### src/rtl/proc_lsu_if.sv
// Load/store unit bundle: execute-side request/response plus data-memory port.
// The slave modport is the LSU's view; master is the core/memory environment.
interface proc_lsu_if #(
    parameter int XLEN   = 32,
    parameter int ADDR_W = 32
);
    localparam int BYTES = XLEN / 8;

    logic              req_valid;
    logic              req_ready;
    logic              req_is_store;
    logic [2:0]        req_funct3;
    logic [ADDR_W-1:0] req_addr;
    logic [XLEN-1:0]   req_wdata;
    logic [4:0]        req_rd;
    logic              rsp_valid;
    logic [XLEN-1:0]   rsp_rdata;
    logic [4:0]        rsp_rd;
    logic              rsp_err;
    logic              mem_req_valid;
    logic              mem_req_ready;
    logic              mem_we;
    logic [ADDR_W-1:0] mem_addr;
    logic [BYTES-1:0]  mem_be;
    logic [XLEN-1:0]   mem_wdata;
    logic              mem_rsp_valid;
    logic [XLEN-1:0]   mem_rdata;
    logic              mem_err;

    modport slave (
        input  req_valid, req_is_store, req_funct3, req_addr, req_wdata, req_rd,
        output req_ready, rsp_valid, rsp_rdata, rsp_rd, rsp_err,
        output mem_req_valid, mem_we, mem_addr, mem_be, mem_wdata,
        input  mem_req_ready, mem_rsp_valid, mem_rdata, mem_err
    );

    modport master (
        output req_valid, req_is_store, req_funct3, req_addr, req_wdata, req_rd,
        input  req_ready, rsp_valid, rsp_rdata, rsp_rd, rsp_err,
        input  mem_req_valid, mem_we, mem_addr, mem_be, mem_wdata,
        output mem_req_ready, mem_rsp_valid, mem_rdata, mem_err
    );
endinterface

### src/rtl/proc_lsu.sv
// Load/store unit: one memory instruction at a time, byte-lane alignment,
// load extension, and optional two-transaction split of boundary-crossing accesses.
module proc_lsu #(
    parameter int XLEN             = 32,
    parameter int ADDR_W           = 32,
    parameter bit MISALIGNED_SPLIT = 1'b1
) (
    input  logic       i_clk,
    input  logic       i_rst_n,
    proc_lsu_if.slave  io_lsu
);
    localparam int BYTES = XLEN / 8;
    localparam int OFF_W = $clog2(BYTES);

    typedef enum logic [2:0] {
        S_IDLE, S_REQ0, S_WAIT0, S_REQ1, S_WAIT1, S_RESP
    } state_t;

    state_t              r_state, w_state_nxt;
    logic                r_is_store;
    logic [2:0]          r_funct3;
    logic [ADDR_W-1:0]   r_addr;
    logic [XLEN-1:0]     r_wdata;
    logic [4:0]          r_rd;
    logic                r_err;
    logic [XLEN-1:0]     r_data;
    logic                r_mem_valid, w_mem_valid_nxt;
    logic                r_mem_we, w_mem_we_nxt;
    logic [ADDR_W-1:0]   r_mem_addr, w_mem_addr_nxt;
    logic [BYTES-1:0]    r_mem_be, w_mem_be_nxt;
    logic [XLEN-1:0]     r_mem_wdata, w_mem_wdata_nxt;

    logic                w_src_store;
    logic [2:0]          w_src_f3;
    logic [ADDR_W-1:0]   w_src_addr;
    logic [XLEN-1:0]     w_src_wdata;
    logic [OFF_W-1:0]    w_off;
    logic [OFF_W:0]      w_hi_bytes;
    logic [3:0]          w_size;
    logic                w_cross;
    logic                w_misal;
    logic [7:0]          w_mask_base;
    logic [2*BYTES-1:0]  w_be_sh;
    logic [2*XLEN-1:0]   w_wd_sh;
    logic [ADDR_W-1:0]   w_addr_al;

    function automatic logic f_legal(input logic st, input logic [2:0] f3);
        logic ok;
        if (st)
            ok = (f3 == 3'b000) || (f3 == 3'b001) || (f3 == 3'b010) ||
                 ((XLEN == 64) && (f3 == 3'b011));
        else
            ok = (f3 == 3'b000) || (f3 == 3'b001) || (f3 == 3'b010) ||
                 (f3 == 3'b100) || (f3 == 3'b101) ||
                 ((XLEN == 64) && ((f3 == 3'b011) || (f3 == 3'b110)));
        return ok;
    endfunction

    // Keep the low 'size' bytes, fill the rest with the sign bit or zero.
    function automatic logic [XLEN-1:0] f_extend(input logic [XLEN-1:0] d, input logic [2:0] f3);
        logic [XLEN-1:0] res;
        logic            fill;
        int              n;
        n = 1 << f3[1:0];
        if (n > BYTES) n = BYTES;
        fill = f3[2] ? 1'b0 : d[8*n-1];
        for (int i = 0; i < BYTES; i++)
            res[8*i +: 8] = (i < n) ? d[8*i +: 8] : {8{fill}};
        return res;
    endfunction

    // Live request fields while idle so the first bus beat is ready at the accept edge.
    always_comb begin
        w_src_store = (r_state == S_IDLE) ? io_lsu.req_is_store : r_is_store;
        w_src_f3    = (r_state == S_IDLE) ? io_lsu.req_funct3   : r_funct3;
        w_src_addr  = (r_state == S_IDLE) ? io_lsu.req_addr     : r_addr;
        w_src_wdata = (r_state == S_IDLE) ? io_lsu.req_wdata    : r_wdata;
    end

    assign w_off       = w_src_addr[OFF_W-1:0];
    assign w_hi_bytes  = (OFF_W+1)'(BYTES) - {1'b0, w_off};
    assign w_size      = 4'd1 << w_src_f3[1:0];
    assign w_cross     = ({1'b0, 4'(w_off)} + {1'b0, w_size}) > 5'(BYTES);
    assign w_misal     = (w_src_addr[2:0] & 3'(w_size - 4'd1)) != 3'b000;
    assign w_mask_base = 8'((9'd1 << w_size) - 9'd1);
    assign w_be_sh     = (2*BYTES)'(w_mask_base) << w_off;
    assign w_wd_sh     = {{XLEN{1'b0}}, w_src_wdata} << {w_off, 3'b000};
    assign w_addr_al   = {w_src_addr[ADDR_W-1:OFF_W], {OFF_W{1'b0}}};

    always_comb begin
        w_state_nxt     = r_state;
        w_mem_valid_nxt = 1'b0;
        w_mem_we_nxt    = 1'b0;
        w_mem_addr_nxt  = '0;
        w_mem_be_nxt    = '0;
        w_mem_wdata_nxt = '0;
        case (r_state)
            S_IDLE: begin
                if (io_lsu.req_valid) begin
                    if (!f_legal(io_lsu.req_is_store, io_lsu.req_funct3) ||
                        (w_misal && !MISALIGNED_SPLIT))
                        w_state_nxt = S_RESP;
                    else
                        w_state_nxt = S_REQ0;
                end
            end
            S_REQ0:  if (io_lsu.mem_req_ready) w_state_nxt = S_WAIT0;
            S_WAIT0: begin
                if (io_lsu.mem_rsp_valid)
                    w_state_nxt = (io_lsu.mem_err || !w_cross) ? S_RESP : S_REQ1;
            end
            S_REQ1:  if (io_lsu.mem_req_ready) w_state_nxt = S_WAIT1;
            S_WAIT1: if (io_lsu.mem_rsp_valid) w_state_nxt = S_RESP;
            S_RESP:  w_state_nxt = S_IDLE;
            default: w_state_nxt = S_IDLE;
        endcase

        // Bus outputs are registered; they hold while waiting in REQ0/REQ1.
        if (w_state_nxt == S_REQ0) begin
            w_mem_valid_nxt = 1'b1;
            w_mem_we_nxt    = w_src_store;
            w_mem_addr_nxt  = w_addr_al;
            w_mem_be_nxt    = w_be_sh[BYTES-1:0];
            w_mem_wdata_nxt = w_wd_sh[XLEN-1:0];
        end else if (w_state_nxt == S_REQ1) begin
            w_mem_valid_nxt = 1'b1;
            w_mem_we_nxt    = w_src_store;
            w_mem_addr_nxt  = w_addr_al + ADDR_W'(BYTES);
            w_mem_be_nxt    = w_be_sh[2*BYTES-1:BYTES];
            w_mem_wdata_nxt = w_wd_sh[2*XLEN-1:XLEN];
        end
    end

    always_ff @(posedge i_clk or negedge i_rst_n) begin
        if (!i_rst_n) begin
            r_state     <= S_IDLE;
            r_is_store  <= 1'b0;
            r_funct3    <= '0;
            r_addr      <= '0;
            r_wdata     <= '0;
            r_rd        <= '0;
            r_err       <= 1'b0;
            r_data      <= '0;
            r_mem_valid <= 1'b0;
            r_mem_we    <= 1'b0;
            r_mem_addr  <= '0;
            r_mem_be    <= '0;
            r_mem_wdata <= '0;
        end else begin
            r_state     <= w_state_nxt;
            r_mem_valid <= w_mem_valid_nxt;
            r_mem_we    <= w_mem_we_nxt;
            r_mem_addr  <= w_mem_addr_nxt;
            r_mem_be    <= w_mem_be_nxt;
            r_mem_wdata <= w_mem_wdata_nxt;
            case (r_state)
                S_IDLE: begin
                    if (io_lsu.req_valid) begin
                        r_is_store <= io_lsu.req_is_store;
                        r_funct3   <= io_lsu.req_funct3;
                        r_addr     <= io_lsu.req_addr;
                        r_wdata    <= io_lsu.req_wdata;
                        r_rd       <= io_lsu.req_rd;
                        r_err      <= (w_state_nxt == S_RESP);
                        r_data     <= '0;
                    end
                end
                S_WAIT0: begin
                    if (io_lsu.mem_rsp_valid) begin
                        r_data <= io_lsu.mem_rdata >> {w_off, 3'b000};
                        r_err  <= io_lsu.mem_err;
                    end
                end
                S_WAIT1: begin
                    if (io_lsu.mem_rsp_valid) begin
                        r_data <= r_data | (io_lsu.mem_rdata << {w_hi_bytes, 3'b000});
                        r_err  <= io_lsu.mem_err;
                    end
                end
                default: ;
            endcase
        end
    end

    assign io_lsu.req_ready     = (r_state == S_IDLE);
    assign io_lsu.rsp_valid     = (r_state == S_RESP);
    assign io_lsu.rsp_err       = (r_state == S_RESP) && r_err;
    assign io_lsu.rsp_rd        = (r_state == S_RESP) ? r_rd : 5'd0;
    assign io_lsu.rsp_rdata     = ((r_state == S_RESP) && !r_err && !r_is_store) ?
                                  f_extend(r_data, r_funct3) : '0;
    assign io_lsu.mem_req_valid = r_mem_valid;
    assign io_lsu.mem_we        = r_mem_we;
    assign io_lsu.mem_addr      = r_mem_addr;
    assign io_lsu.mem_be        = r_mem_be;
    assign io_lsu.mem_wdata     = r_mem_wdata;
endmodule

### src/flat_wrapper.sv
// flat-port wrapper written by rule: the top's interface ports become plain ports
module proc_lsu_flat 
#(
    parameter int XLEN             = 32,
    parameter int ADDR_W           = 32,
    parameter bit MISALIGNED_SPLIT = 1'b1
)
  (i_clk, i_rst_n, io_lsu_req_valid, io_lsu_req_is_store, io_lsu_req_funct3, io_lsu_req_addr, io_lsu_req_wdata, io_lsu_req_rd, io_lsu_req_ready, io_lsu_rsp_valid, io_lsu_rsp_rdata, io_lsu_rsp_rd, io_lsu_rsp_err, io_lsu_mem_req_valid, io_lsu_mem_we, io_lsu_mem_addr, io_lsu_mem_be, io_lsu_mem_wdata, io_lsu_mem_req_ready, io_lsu_mem_rsp_valid, io_lsu_mem_rdata, io_lsu_mem_err);
  proc_lsu_if #(.XLEN(XLEN), .ADDR_W(ADDR_W)) io_lsu_i ();
  input  logic i_clk;
  input  logic i_rst_n;
  input wire logic [$bits(io_lsu_i.req_valid)-1:0] io_lsu_req_valid;
  input wire logic [$bits(io_lsu_i.req_is_store)-1:0] io_lsu_req_is_store;
  input wire logic [$bits(io_lsu_i.req_funct3)-1:0] io_lsu_req_funct3;
  input wire logic [$bits(io_lsu_i.req_addr)-1:0] io_lsu_req_addr;
  input wire logic [$bits(io_lsu_i.req_wdata)-1:0] io_lsu_req_wdata;
  input wire logic [$bits(io_lsu_i.req_rd)-1:0] io_lsu_req_rd;
  output wire logic [$bits(io_lsu_i.req_ready)-1:0] io_lsu_req_ready;
  output wire logic [$bits(io_lsu_i.rsp_valid)-1:0] io_lsu_rsp_valid;
  output wire logic [$bits(io_lsu_i.rsp_rdata)-1:0] io_lsu_rsp_rdata;
  output wire logic [$bits(io_lsu_i.rsp_rd)-1:0] io_lsu_rsp_rd;
  output wire logic [$bits(io_lsu_i.rsp_err)-1:0] io_lsu_rsp_err;
  output wire logic [$bits(io_lsu_i.mem_req_valid)-1:0] io_lsu_mem_req_valid;
  output wire logic [$bits(io_lsu_i.mem_we)-1:0] io_lsu_mem_we;
  output wire logic [$bits(io_lsu_i.mem_addr)-1:0] io_lsu_mem_addr;
  output wire logic [$bits(io_lsu_i.mem_be)-1:0] io_lsu_mem_be;
  output wire logic [$bits(io_lsu_i.mem_wdata)-1:0] io_lsu_mem_wdata;
  input wire logic [$bits(io_lsu_i.mem_req_ready)-1:0] io_lsu_mem_req_ready;
  input wire logic [$bits(io_lsu_i.mem_rsp_valid)-1:0] io_lsu_mem_rsp_valid;
  input wire logic [$bits(io_lsu_i.mem_rdata)-1:0] io_lsu_mem_rdata;
  input wire logic [$bits(io_lsu_i.mem_err)-1:0] io_lsu_mem_err;
  assign io_lsu_i.req_valid = io_lsu_req_valid;
  assign io_lsu_i.req_is_store = io_lsu_req_is_store;
  assign io_lsu_i.req_funct3 = io_lsu_req_funct3;
  assign io_lsu_i.req_addr = io_lsu_req_addr;
  assign io_lsu_i.req_wdata = io_lsu_req_wdata;
  assign io_lsu_i.req_rd = io_lsu_req_rd;
  assign io_lsu_req_ready = io_lsu_i.req_ready;
  assign io_lsu_rsp_valid = io_lsu_i.rsp_valid;
  assign io_lsu_rsp_rdata = io_lsu_i.rsp_rdata;
  assign io_lsu_rsp_rd = io_lsu_i.rsp_rd;
  assign io_lsu_rsp_err = io_lsu_i.rsp_err;
  assign io_lsu_mem_req_valid = io_lsu_i.mem_req_valid;
  assign io_lsu_mem_we = io_lsu_i.mem_we;
  assign io_lsu_mem_addr = io_lsu_i.mem_addr;
  assign io_lsu_mem_be = io_lsu_i.mem_be;
  assign io_lsu_mem_wdata = io_lsu_i.mem_wdata;
  assign io_lsu_i.mem_req_ready = io_lsu_mem_req_ready;
  assign io_lsu_i.mem_rsp_valid = io_lsu_mem_rsp_valid;
  assign io_lsu_i.mem_rdata = io_lsu_mem_rdata;
  assign io_lsu_i.mem_err = io_lsu_mem_err;
  proc_lsu #(.XLEN(XLEN), .ADDR_W(ADDR_W), .MISALIGNED_SPLIT(MISALIGNED_SPLIT)) u_core (.i_clk(i_clk), .i_rst_n(i_rst_n), .io_lsu(io_lsu_i));
endmodule
### config.mk
export PLATFORM = sky130hd
export DESIGN_NAME = proc_lsu_flat
export DESIGN_NICKNAME = d
export VERILOG_FILES = /design/src/rtl/proc_lsu_if.sv /design/src/rtl/proc_lsu.sv /design/src/flat_wrapper.sv
export SDC_FILE = /design/constraint.sdc
export NUM_CORES = 1
export LEC_CHECK = 0
export ABC_AREA = 1
export CORE_MARGIN = 5
export CORE_UTILIZATION = 57
export CTS_BUF_LIST = sky130_fd_sc_hd__clkbuf_16
export DETAILED_ROUTE_END_ITERATION = 16
export GPL_ROUTABILITY_DRIVEN = 1
export PLACE_DENSITY = 0.87
export REMOVE_ABC_BUFFERS = 1
export SETUP_SLACK_MARGIN = 0.15
export SYNTH_ARGS = -nofsm -noshare
export SYNTH_HDL_FRONTEND = slang
export SYNTH_SLANG_ARGS = --single-unit
### constraint.sdc
create_clock -name i_clk -period 6.5 [get_ports i_clk]
set_clock_uncertainty 0.05 [all_clocks]
set_input_delay 1.95 -clock i_clk [delete_from_list [all_inputs] [get_ports i_clk]]
set_output_delay 1.95 -clock i_clk [all_outputs]
set_load 0.1 [all_outputs]
Word level (Yosys, flattened, before mapping). Cells that the tools add are included.

Add/subtract/negate cells: 5. Order comparisons: 7. Equality and inequality tests: 16. Shifts and indexed selects: 7. Multiplexer cells: 43. Bitwise logic cells: 1. Reduce and logical (&&, ||, !) cells: 19.

Operators with widths (number): 2-to-1 mux 32 bit (11); one-hot mux 32 bit (3 select lines) (1); less-than comparator 3 x 32 -> 1 bit (first input constant) (2); left shift 32 x 5 -> 64 bit (1); adder 32 x 3 -> 32 bit (second input constant) (1); greater-than comparator 32 x 4 -> 1 bit (second input constant) (1); less-than comparator 1 x 32 -> 1 bit (first input constant) (1); less-than comparator 2 x 32 -> 1 bit (first input constant) (1); less-than comparator 32 x 7 -> 1 bit (second input constant) (1); 2-to-1 mux 8 bit (4); bitwise OR 32 bit (1); left shift 1 x 2 -> 32 bit (first input constant) (1); left shift 32 x 6 -> 32 bit (1); >> shifter 32 x 5 -> 32 bit (1); subtractor 32 x 2 -> 32 bit (second input constant) (1); 2-to-1 mux 3 bit (7); equality test 3 bit (second input constant) (5); one-hot mux 3 bit (5 select lines) (1); 2-to-1 mux 1 bit (13); equality test 3 x 2 -> 1 bit (second input constant) (4); equality test 3 x 1 -> 1 bit (second input constant) (3); 2-to-1 mux 4 bit (2); left shift 1 x 4 -> 8 bit (first input constant) (1); left shift 8 x 2 -> 8 bit (1); 21 further kinds (32).

Bits in registers: 179. Input bits: 111. Output and inout bits: 110. Logic and storage cells: 111.

Longest topological paths before layout. Gate-level depths: netlist of run 1.

Word-level depth: 14. Gate-level depth with buffers: 23.

Least setup slack after synthesis of run 1. OpenSTA, ideal clock, no wires.

Kind: register -> output. Start: reg u_core.r_state[1]. End: out io_lsu_rsp_rdata[10]. Arrival time: 5.196 ns. Data required time: 4.500 ns. Path slack: -0.696 ns. Stages on the path, launching flop included: 7. Path through: dfrtp_1 > buf_6 > nor3_1 > inv_1 > nor3_1 > o21ai_1 > a21oi_1.

Word-level cells in the longest chain between the ends: 4.

Ends and longest elaborated chain: start, declared (line proc_lsu.sv:19) `state_t r_state, w_state_nxt;`; start signal, assigned (line proc_lsu.sv:150) `r_state <= w_state_nxt;`; equality test 3 bit; via io_lsu_rsp_valid (line flat_wrapper.sv:19) `output wire logic [$bits(io_lsu_i.rsp_valid)-1:0] io_lsu_rsp_valid;`; logical AND 1 bit (2 in series) (line proc_lsu.sv:189) `assign io_lsu.rsp_rdata = ((r_state == S_RESP) && !r_err && !r_is_store) ?`; 2-to-1 mux 32 bit (line proc_lsu.sv:189); end, declared (line flat_wrapper.sv:20) `output wire logic [$bits(io_lsu_i.rsp_rdata)-1:0] io_lsu_rsp_rdata;`.

The timed path passes the listed nets, and every way through them passes these cells.

Worst setup path after layout of run 1.
Start: reg u_core.r_funct3[1]. End: out io_lsu_rsp_rdata[15].

Word-level cells in the longest chain between the ends: 10.

Ends and longest elaborated chain: start, declared (line proc_lsu.sv:21) `logic [2:0] r_funct3;`; start signal, assigned (line proc_lsu.sv:160) `r_funct3 <= io_lsu.req_funct3;`; left shift 1 x 2 -> 32 bit * (line proc_lsu.sv:64) `n = 1 << f3[1:0];`; greater-than comparator 32 x 4 -> 1 bit (line proc_lsu.sv:65) `if (n > BYTES) n = BYTES;`; 2-to-1 mux 32 bit * (line proc_lsu.sv:65); subtractor 32 x 2 -> 32 bit (line proc_lsu.sv:66) `fill = f3[2] ? 1'b0 : d[8*n-1];`; binary-select mux 1 bit (select 5 bit) (line proc_lsu.sv:66); 2-to-1 mux 1 bit (not written as such) (2 in series) (line proc_lsu.sv:66); 2-to-1 mux 1 bit (line proc_lsu.sv:66); 2-to-1 mux 8 bit * (line proc_lsu.sv:68) `res[8*i +: 8] = (i < n) ? d[8*i +: 8] : {8{fill}};`; 2-to-1 mux 32 bit * (line proc_lsu.sv:189).

Mark *: on every way between the ends. The rest lies on a longest branch, timed or not. The select of a mux whose other input is x is not followed.

==> results of run 1 <==
metrics by stage:
stage          cell area, sq um  setup slack (ps)  instances
2_1_floorplan             10700              -702       1589
3_3_place_gp              13300              1190       2087
3_5_place_dp              13300              1090       2087
4_1_cts                   13900               798       2119
5_1_grt                   13900               406       2122
6_report                  13900               681       2122
worst paths after layout:
check                                                from                                   end  slack, ps  depth (start not counted)
setup / recovery           u_core.r_funct3[1]$_DFFE_PN0P_                  io_lsu_rsp_rdata[15]        680                         10
hold / removal             u_core.r_wdata[16]$_DFFE_PN0P_        u_core.r_wdata[16]$_DFFE_PN0P_        420                          2
setup reg to reg              u_core.r_state[1]$_DFF_PN0_  u_core.io_lsu.mem_wdata[0]$_DFF_PN0_       2220                         13
hold reg to reg            u_core.r_wdata[16]$_DFFE_PN0P_        u_core.r_wdata[16]$_DFFE_PN0P_        420                          2
max in group asynchronous                         i_rst_n        u_core.r_wdata[23]$_DFFE_PN0P_       3930                          2
min in group asynchronous                         i_rst_n         u_core.r_data[22]$_DFFE_PN0P_       1480                          1
routing by layer:
layer,vias to the layer above,global-route usage [%],part of all wire [%]
li1,5653,-,-
met1,5423,40.7,40
met2,629,49.8,47
met5,-,0,0.020
met4,2,11.5,3.0
met3,87,7.47,10
final cells by class:
type | count | area [sq um] | share of cell area, %
Multi-Input combinational cell | 1246 | 5670 | 40.8
Clock inverter | 15 | 183 | 1.31
Sequential cell | 177 | 4430 | 31.9
Inverter | 166 | 626 | 4.50
Clock buffer | 17 | 425 | 3.06
Timing Repair Buffer | 233 | 2230 | 16.0
Antenna cell | 3 | 7.51 | 0.0540
Tap cell | 265 | 332 | 2.39
cell families (layout without fill, tap and decap cells):
family                     Yosys count  after routing
AOI/OAI and AO/OA                  289            289
xor gates and xnor gates             2              2
adders and majority gates            7              7
buffers and inverters              259            431
DFF                                177            177
muxes                               13             13
other                                1              5
and+or+nand+nor                    933            933
state kept, by name, summed over array words and instances, names as in the netlist:
register	cells
u_core.io_lsu.mem_addr	30
u_core.io_lsu.mem_be	4
u_core.io_lsu.mem_req_valid	1
u_core.io_lsu.mem_wdata	32
u_core.io_lsu.mem_we	1
u_core.r_addr	32
u_core.r_data	32
u_core.r_err	1
u_core.r_funct3	3
u_core.r_is_store	1
u_core.r_rd	5
u_core.r_state	3
u_core.r_wdata	32
cell usage in the layout (no fill, tap or decap), drive strengths merged:
cell / count
conb: 2
nand3: 82
mux2i: 13
clkinv: 8
or2: 6
dfrtp: 177
ha: 6
nand3b: 8
and2: 1
nand2: 672
o21a: 8
diode: 3
a22oi: 15
xor2: 1
bufinv: 3
nand4: 22
a21boi: 1
nor3: 19
o21bai: 6
o41ai: 1
clkinvlp: 2
clkdlybuf4s50: 185
nor2: 123
o21ai: 185
clkbuf: 17
a21oi: 57
xnor2: 1
fa: 1
o211ai: 16
buf: 48
inv: 168
power groups by stage:
stage	Combinational [mW]	Sequential [mW]	Clock (mW)
finish	5.47	1.75	1.08
global route	6.00	1.78	1.13
CTS	5.40	1.74	1.09
detailed placement	5.35	1.75	0
global placement	5.22	1.74	0
floorplan	3.20	2.46	0
worst min-delay path, cell delays in order (launching register included):
cell                      delay, ps
sky130_fd_sc_hd__dfrtp_1        340
sky130_fd_sc_hd__nand2_1         50
sky130_fd_sc_hd__nand2_1         50
==> flow_metrics.tcl, run 1 <==
set metrics [dict create \
    initial_antenna_violation_count 4 \
    power.ir.vdd_worst_uv 301 \
    critPathTopFamily "compound AO/OA/AOI/OAI gates" \
    yosys-mux-area-fraction_pct 1.16 \
    synthAdderAreaFrac_pct 0.849 \
    hold_violations 0 \
    insertion_delay_ps 440 \
    postLayoutCoreUtil_pct 71.6 \
    cts.path.max_buffers 2 \
    synth-main-ff-cell "sky130_fd_sc_hd__dfrtp_1" \
    synth-edff-count 0 \
    synth_async_sr_flop_share_pct 100 \
    residual_antenna_violating_net_count_after_detailed_routing 0 \
    crit_arrival_ps 3820 \
    synth_compound_gate_area_share_pct 14.2 \
    clk_root_buffer_cell "sky130_fd_sc_hd__clkbuf_16" \
    cell_rows 51 \
    power_frac_seq_pct 21.0 \
    unrepaired_setup_endpoints_after_global_routing "no" \
    yosys_warnings 0 \
    chipHeight_um 150 \
    starting_density_pct 57.8 \
    synth.avg_cell_area_sq_um 6.67 \
    grt_util_all_layers_pct 30.9 \
    tritoncts "built" \
    via_count 11794 \
    initialDrtViolationCount 1308 \
    power_report.internal_total_mw 3.57 \
    netlist_instances 1681 \
    main_combinational_cell_family_by_area_after_synthesis "simple AND/OR/NAND/NOR gates" \
    synth-xor-area-share_pct 0.156 \
    synth_seq_cells 177 \
    switchingPower_mw 4.74 \
    post_synth_most_frequent_cells "sky130_fd_sc_hd__nand2_1 (661), sky130_fd_sc_hd__dfrtp_1 (177), sky130_fd_sc_hd__o21ai_0 (159)" \
    post_route_cells_drive_above_1_share_pct 6.42 \
    switching_share_pct 57.0 \
    vias_in_the_first_global_route 11049 \
    power_per_cell_area_nw_per_um2 597 \
    timing.hold.worst.class "flip-flop to flip-flop" \
    final-max-slew-violation-count 0 \
    crit_fanout 13 \
    drt_wl_total_um 35200 \
    cts-htree-levels 4 \
    leading_cell_types_by_total_area_after_synthesis "sky130_fd_sc_hd__dfrtp_1 (40%), sky130_fd_sc_hd__nand2_1 (22%), sky130_fd_sc_hd__o21ai_0 (7.1%), sky130_fd_sc_hd__inv_1 (5.2%), sky130_fd_sc_hd__nor2_1 (3.7%)" \
    slowest_stage "sky130_fd_sc_hd__o21ai_1" \
    final_cycle_utilization_of_the_critical_path_pct 89.5 \
    global_route.overflow_total 0 \
    drtPass1Iterations 8 \
    cts_sinks 177 \
    core-area_sq_um 19400 \
    syn_to_final_growth_pct 24.0 \
    synth.most_common_cell "sky130_fd_sc_hd__nand2_1" \
    critical_path_required_ps 4500 \
    grt_first_pass_wirelength_um 55400 \
    synth.largest_area_cell "sky130_fd_sc_hd__dfrtp_1" \
    dpl.hpwl_um 24500 \
    total_leakage_power_nw 6.97 \
    share_comb_of_total_power_pct 65.9 \
    report.final.setup_viol 0 \
    resize_count_post_cts 0 \
    cp_num_buf_inv 2 \
    timing.critical_path.cells "nor2_1 > clkinv_1 > ha_1 > a21oi_1 > o21ai_0 > nand3_1 > nand2_1 > o21ai_1 > nor2_1 > buf_4" \
    dieWidth_um 150 \
    layout.nets 1959 \
    max_stage_delay_ps 760 \
    total_drc_errors_in_the_routed_layout 0 \
    worstSetupStartpointType "flip-flop" \
    ctsHoldBuffers 0 \
    number_of_buffers_created_by_cts 17 \
    clock_pin_slew_reported_for_the_worst_setup_and_hold_paths_after_clock_tree_synthesis_ps 70 \
    finalPower_mw 8.30 \
    top_level_ports 221 \
    buffer_ports.inserted 218 \
    synthesis.area_sq_um 11200 \
    cts_setup_buffers 0 \
    synthSimpleGateAreaFrac_pct 34.1 \
    synth_cell_types 39 \
    layout_min_cycle_time_ps 5820 \
    post-synth-top-area-fraction_pct 39.5 \
    grt_start_max_net_pins 99 \
    fill_cells 1587 \
    synth_seq_area_share_pct 39.5 \
    place_congestion 1.02 \
    fin_worst_hold_slack_ps 415 \
    die_area_sq_um 22600 \
    finalSetupTns_ps 0 \
    timing.max_cap.violations 0 \
    criticalPathCategory "flip-flop to output port" \
    cp-end-kind "output port" \
    run_status "finished clean" \
    power_frac_clock_pct 13.1 \
    crit_path_frequent_cell "sky130_fd_sc_hd__nor2_1" \
    tightest_slew_ps 996 \
    slew_headroom_pct 33.4 \
    routed_wire_length_per_instance_um 16.6 \
    vias_per_cell 5.56 \
    max_clock_freq_ghz 0.172 \
]
No activity file was read; power rests on OpenSTA's default activity.
==> inputs of run 2 (changes only) <==
--- a/config.mk
+++ b/config.mk
@@ -9,6 +9,7 @@
 export CORE_MARGIN = 5
 export CORE_UTILIZATION = 57
 export CTS_BUF_LIST = sky130_fd_sc_hd__clkbuf_16
+export CTS_CLUSTER_SIZE = 30
 export DETAILED_ROUTE_END_ITERATION = 16
 export GPL_ROUTABILITY_DRIVEN = 1
 export PLACE_DENSITY = 0.87
==> results of run 2 <==
Same layout as run 1: the final DEF is identical, and so are final timing and power.
==> variant 1 (settings of run 2) <==
Re-encode `state_t` (6 states) as Gray code, 3 bits wide.
--- a/src/rtl/proc_lsu.sv
+++ b/src/rtl/proc_lsu.sv
@@ -15,3 +15,3 @@
     typedef enum logic [2:0] {
-        S_IDLE, S_REQ0, S_WAIT0, S_REQ1, S_WAIT1, S_RESP
+        S_IDLE = 3'b000, S_REQ0 = 3'b001, S_WAIT0 = 3'b011, S_REQ1 = 3'b010, S_WAIT1 = 3'b110, S_RESP = 3'b111
     } state_t;
Function: same outputs for any inputs over 4 cycles, from zero or initial values and one cycle with i_rst_n low; so few cycles prove little.
==> variant 1 against run 2 <==
Routed wire length down 2.7%; die area up 1.1%; sequential power down 2%; synthesized cell count up 3.9%; sequential cell count unchanged; synthesized area up 1.2%; fmax up 2.1%; final area up 1.2%; sequential share of layout area down 0.38 points; via count up 0.81%; setup slack better by 0.12 ns; global-route usage down 0.64 points; worst hold slack better by 0.0068 ns; total power down 3.9%; critical path type unchanged.
==> variant 1: results (changes against run 2) <==
Status
  – Status: finished clean

Synthesis
  – Post-synth top cells: nand2_1 (716), o21ai_0 (183), dfrtp_1 (177)
  – Sequential area share after synthesis: 39.1% (-0.46 points)
  – Mux share of post-synthesis cell area: 0% (-1.2 points)
  – Synth top area cells: dfrtp_1 (39%), nand2_1 (24%), o21ai_0 (8.1%)
  – Post-synthesis xor/xnor area fraction: 0.850% (+0.69 points)
  – Post-Synth Adder-Cell Area: 0.839% (-0.0098 points)
  – Unique cell type count in the Yosys netlist: 41 (+5.1%)

Final layout
  – Nets: 2,022 (+3.2%)
  – Comb_multi_in: 1,291 (+3.6%)
  – Data buffer area share: 15.7% (-0.33 points)
  – Inverters: 185 (+11%)
  – Area of the multi-input gates: 5770 um^2 (+1.7%)

Routing
  – Vias: 11,900 (+0.81%)
  – Wire length on met1: 14,200 um (+1.8%)
  – WL/cell: 15.7 um (-5.4%)
  – WL met3: 3280 um (-8.5%)
  – DR WL met2: 15,600 um (-5.8%)

GRT
  – M2 GR Usage: 46.8% (-3.0 points)
  – Vias in the first global route: 11,100 (+0.32%)
  – M1 GR Usage: 41.3% (+0.60 points)
  – Largest net degree at the start of global routing: 95 (-4.0%)

Setup path
  – Slowest cell on the critical path: dfrtp_1
  – CP max FO: 15 (+2)
  – CP arrival: 3.70 ns (-0.12 ns)

STA
  – Slew @ Worst Pin: 1.11 ns (+0.113 ns)

Power
  – Power Clock: 1.12 mW (+4%)
  – Net switching power figure: 4.46 mW (-5.9%)
  – Worst IR Drop VDD: 0.342 mV (+14%)
  – Int Pwr: 3.52 mW (-1.2%)

Place
  – Place WS: 0.896 ns (-0.189 ns)
  – DP HPWL: 24,100 um (-1.4%)
## variant 1: worst paths after layout
kind,cells past startpoint,from,endpoint,slack (ns)
worst max-delay path,8,u_core.r_funct3[1],io_lsu_rsp_rdata[31],0.80
worst min-delay path,2,u_core.r_addr[10],u_core.r_addr[10],0.42
worst max register to register,17,u_core.r_state[2],u_core.io_lsu.mem_be[0],1.96
worst min register to register,2,u_core.r_addr[10],u_core.r_addr[10],0.42
max in group asynchronous,2,i_rst_n,u_core.io_lsu.mem_addr[24],3.72
min in group asynchronous,1,i_rst_n,u_core.r_wdata[13],1.54
## variant 1: stage by stage
| stage | instances | cell area (um^2) |
|---|---|---|
| 2_1_floorplan | 1653 | 10900 |
| 3_3_place_gp | 2150 | 13400 |
| 3_5_place_dp | 2150 | 13400 |
| 4_1_cts | 2182 | 14100 |
| 5_1_grt | 2184 | 14100 |
| 6_report | 2184 | 14100 |
==> variant 2 (flow settings as in run 2) <==
Made on the original files. `ADDR_W` is set to 32 in 3 places; all go to 40.
--- a/src/rtl/proc_lsu_if.sv
+++ b/src/rtl/proc_lsu_if.sv
@@ -4,3 +4,3 @@
     parameter int XLEN   = 32,
-    parameter int ADDR_W = 32
+    parameter int ADDR_W = 40
 );
--- a/src/rtl/proc_lsu.sv
+++ b/src/rtl/proc_lsu.sv
@@ -4,3 +4,3 @@
     parameter int XLEN             = 32,
-    parameter int ADDR_W           = 32,
+    parameter int ADDR_W           = 40,
     parameter bit MISALIGNED_SPLIT = 1'b1
--- a/src/flat_wrapper.sv
+++ b/src/flat_wrapper.sv
@@ -4,3 +4,3 @@
     parameter int XLEN             = 32,
-    parameter int ADDR_W           = 32,
+    parameter int ADDR_W           = 40,
     parameter bit MISALIGNED_SPLIT = 1'b1
Ports: changed (resized io_lsu_mem_addr and io_lsu_req_addr); port bits go from 221 to 237. No check against the original RTL was run, so the function may have changed too.
==> variant 2 against run 2 <==
Fmax fell by 5.6%; sequential cell count rose by 16; cell count grew 4.9%; die area increased by 5.9%; count of clock-buffer cells in the layout is the same; routed wire length grew 7.5%; final area grew 7.1%; register-to-register slack better by 0.17 ns; synthesized area up 6.4%; via count rose by 6.7%; total power up 2.1%; critical path depth did not move; utilization shrank 0.13 points; setup slack worse by 0.34 ns; critical endpoint is now io_lsu_rsp_rdata[13].
==> variant 2: results (changes against run 2) <==
Synthesis
  – Unique cell type count in the Yosys netlist: 40 (+2.6%)
  – Sequential area share after synthesis: 40.5% (+0.99 points)
  – Mean Syn Cell Area: 6.79 um^2 (+1.8%)
  – Synth warn: 0 (unchanged)
  – Async S/R FF share, synth: 100% (unchanged)
  – Synth top area cells: dfrtp_1 (41%), nand2_1 (19%), o21ai_0 (7.8%)
  – Post-synth top cells: nand2_1 (618), dfrtp_1 (193), o21ai_0 (185)

Place
  – Routability-driven placement congestion ratio: 0.979 (-4.2%)
  – Placed cells: 2,194 (+5.1%)
  – DP HPWL: 26,700 um (+9.0%)
  – Placed Area: 14,300 um^2 (+7.6%)
  – Port Buffers: 234 (+7.3%)
  – Place WS: 0.894 ns (-0.191 ns)

Power
  – Leakage power: 7.24 nW (+3.8%)
  – Power Dens Cells: 569 nW/um^2 (-4.7%)
  – Worst IR Drop VDD: 0.352 mV (+17%)

Routing
  – DRT iter0 DRCs: 1,211 (-7.4%)
  – WL/cell: 17.0 um (+2.5%)
  – DRT Pass-1 Iters: 6 (-2)
  – Vias: 12,600 (+6.7%)
  – Vias per std cell: 5.65 (+1.7%)

Setup path
  – CP arrival: 4.16 ns (+0.34 ns)
  – Slowest cell on the critical path: clkdlybuf4s50_1
  – Top delay family on crit path: buffers and inverters
  – CP peak stage delay: 1.01 ns (+0.25 ns)
  – CP max FO: 9 (-4)

GRT
  – Largest net degree at the start of global routing: 123 (+24%)
  – First-pass GRT wire length: 60,800 um (+9.7%)
  – Tot GR Track Use: 31.5% (+0.62 points)
  – Vias in the first global route: 11,800 (+6.6%)
  – Initial antenna violation count: 1 (-3)

Final layout
  – Antenna diodes: 0 (-3)
  – Most flops, register: u_core.r_addr
  – Number of flip-flops in the largest register: 40
  – Fill cells: 1,793 (+13%)
  – Layout cell share with drive strength beyond 1: 6.77% (+0.35 points)
  – Nets: 2,063 (+5.3%)

STA
  – Fin Setup TNS: 0 ns (unchanged)
  – Slew @ Worst Pin: 1.17 ns (+0.174 ns)

Clocking
  – Clock Path Buffers: 2 (unchanged)
  – Post-CTS sizing: 0 (unchanged)
  – Worst-path clk slew: 0.08 ns
  – H-tree levels: 4 (unchanged)
  – Root buffer cell: clkbuf_16
  – # Post-CTS Setup Buffers: 0 (unchanged)
  – CTS Buf Count: 17 (unchanged)

Status
  – Status: finished clean

Min path
  – Hold Crit Class: reg -> reg
## variant 2: cell types whose count changed after synthesis, moves of 11 or more
cell / change
o21ai_2: +28
nand4_1: +11
o21ai_0: +26
dfrtp_1: +16
nand2_1: -43
nor2_1: +51
o221ai_1: +20
a21oi_1: +14
o21ai_1: -19
mux2i_1: -11
inv_1: +16
o211ai_1: -13
## variant 2: layer usage
layer / wire length [um] / track usage [%]
met4: 1260 / 12.2
met5: 11 / 0
met3: 3680 / 6.49
met1: 16000 / 43.8
met2: 16900 / 48.8
## variant 2: power by group
group          internal [mW]  switching [mW]
sequential              1.65           0.230
combinational           1.41            4.10
clock                  0.552           0.532
## variant 2: worst paths after layout
check,from,endpoint,slack [ns],depth (start not counted)
max in group asynchronous,i_rst_n,u_core.io_lsu.mem_addr[12],3.61,2
worst min-delay path,u_core.r_wdata[6],u_core.r_wdata[6],0.43,2
worst max register to register,u_core.r_state[2],u_core.io_lsu.mem_addr[20],2.39,14
min in group asynchronous,i_rst_n,u_core.r_data[20],1.52,1
worst min register to register,u_core.r_wdata[6],u_core.r_wdata[6],0.43,2
worst max-delay path,u_core.r_funct3[1],io_lsu_rsp_rdata[13],0.34,10
## variant 2: cells by family after synthesis
group | synth area share [%]
compound gates | 16.9
buf+inv | 9.83
xor+xnor | 0.0735
simple gates | 31.8
flops | 40.5
mux | 0.168
fa+ha+maj | 0.693
other cells | 0.0315
## variant 2: final cells by class
cell class,instances,area share (%)
clock inverter,15,1.14
clock buffer,17,2.86
tap,275,2.31
inverter,184,4.68
sequential,193,32.4
timing repair buffer,252,16.5
multi-input combinational,1290,40.1
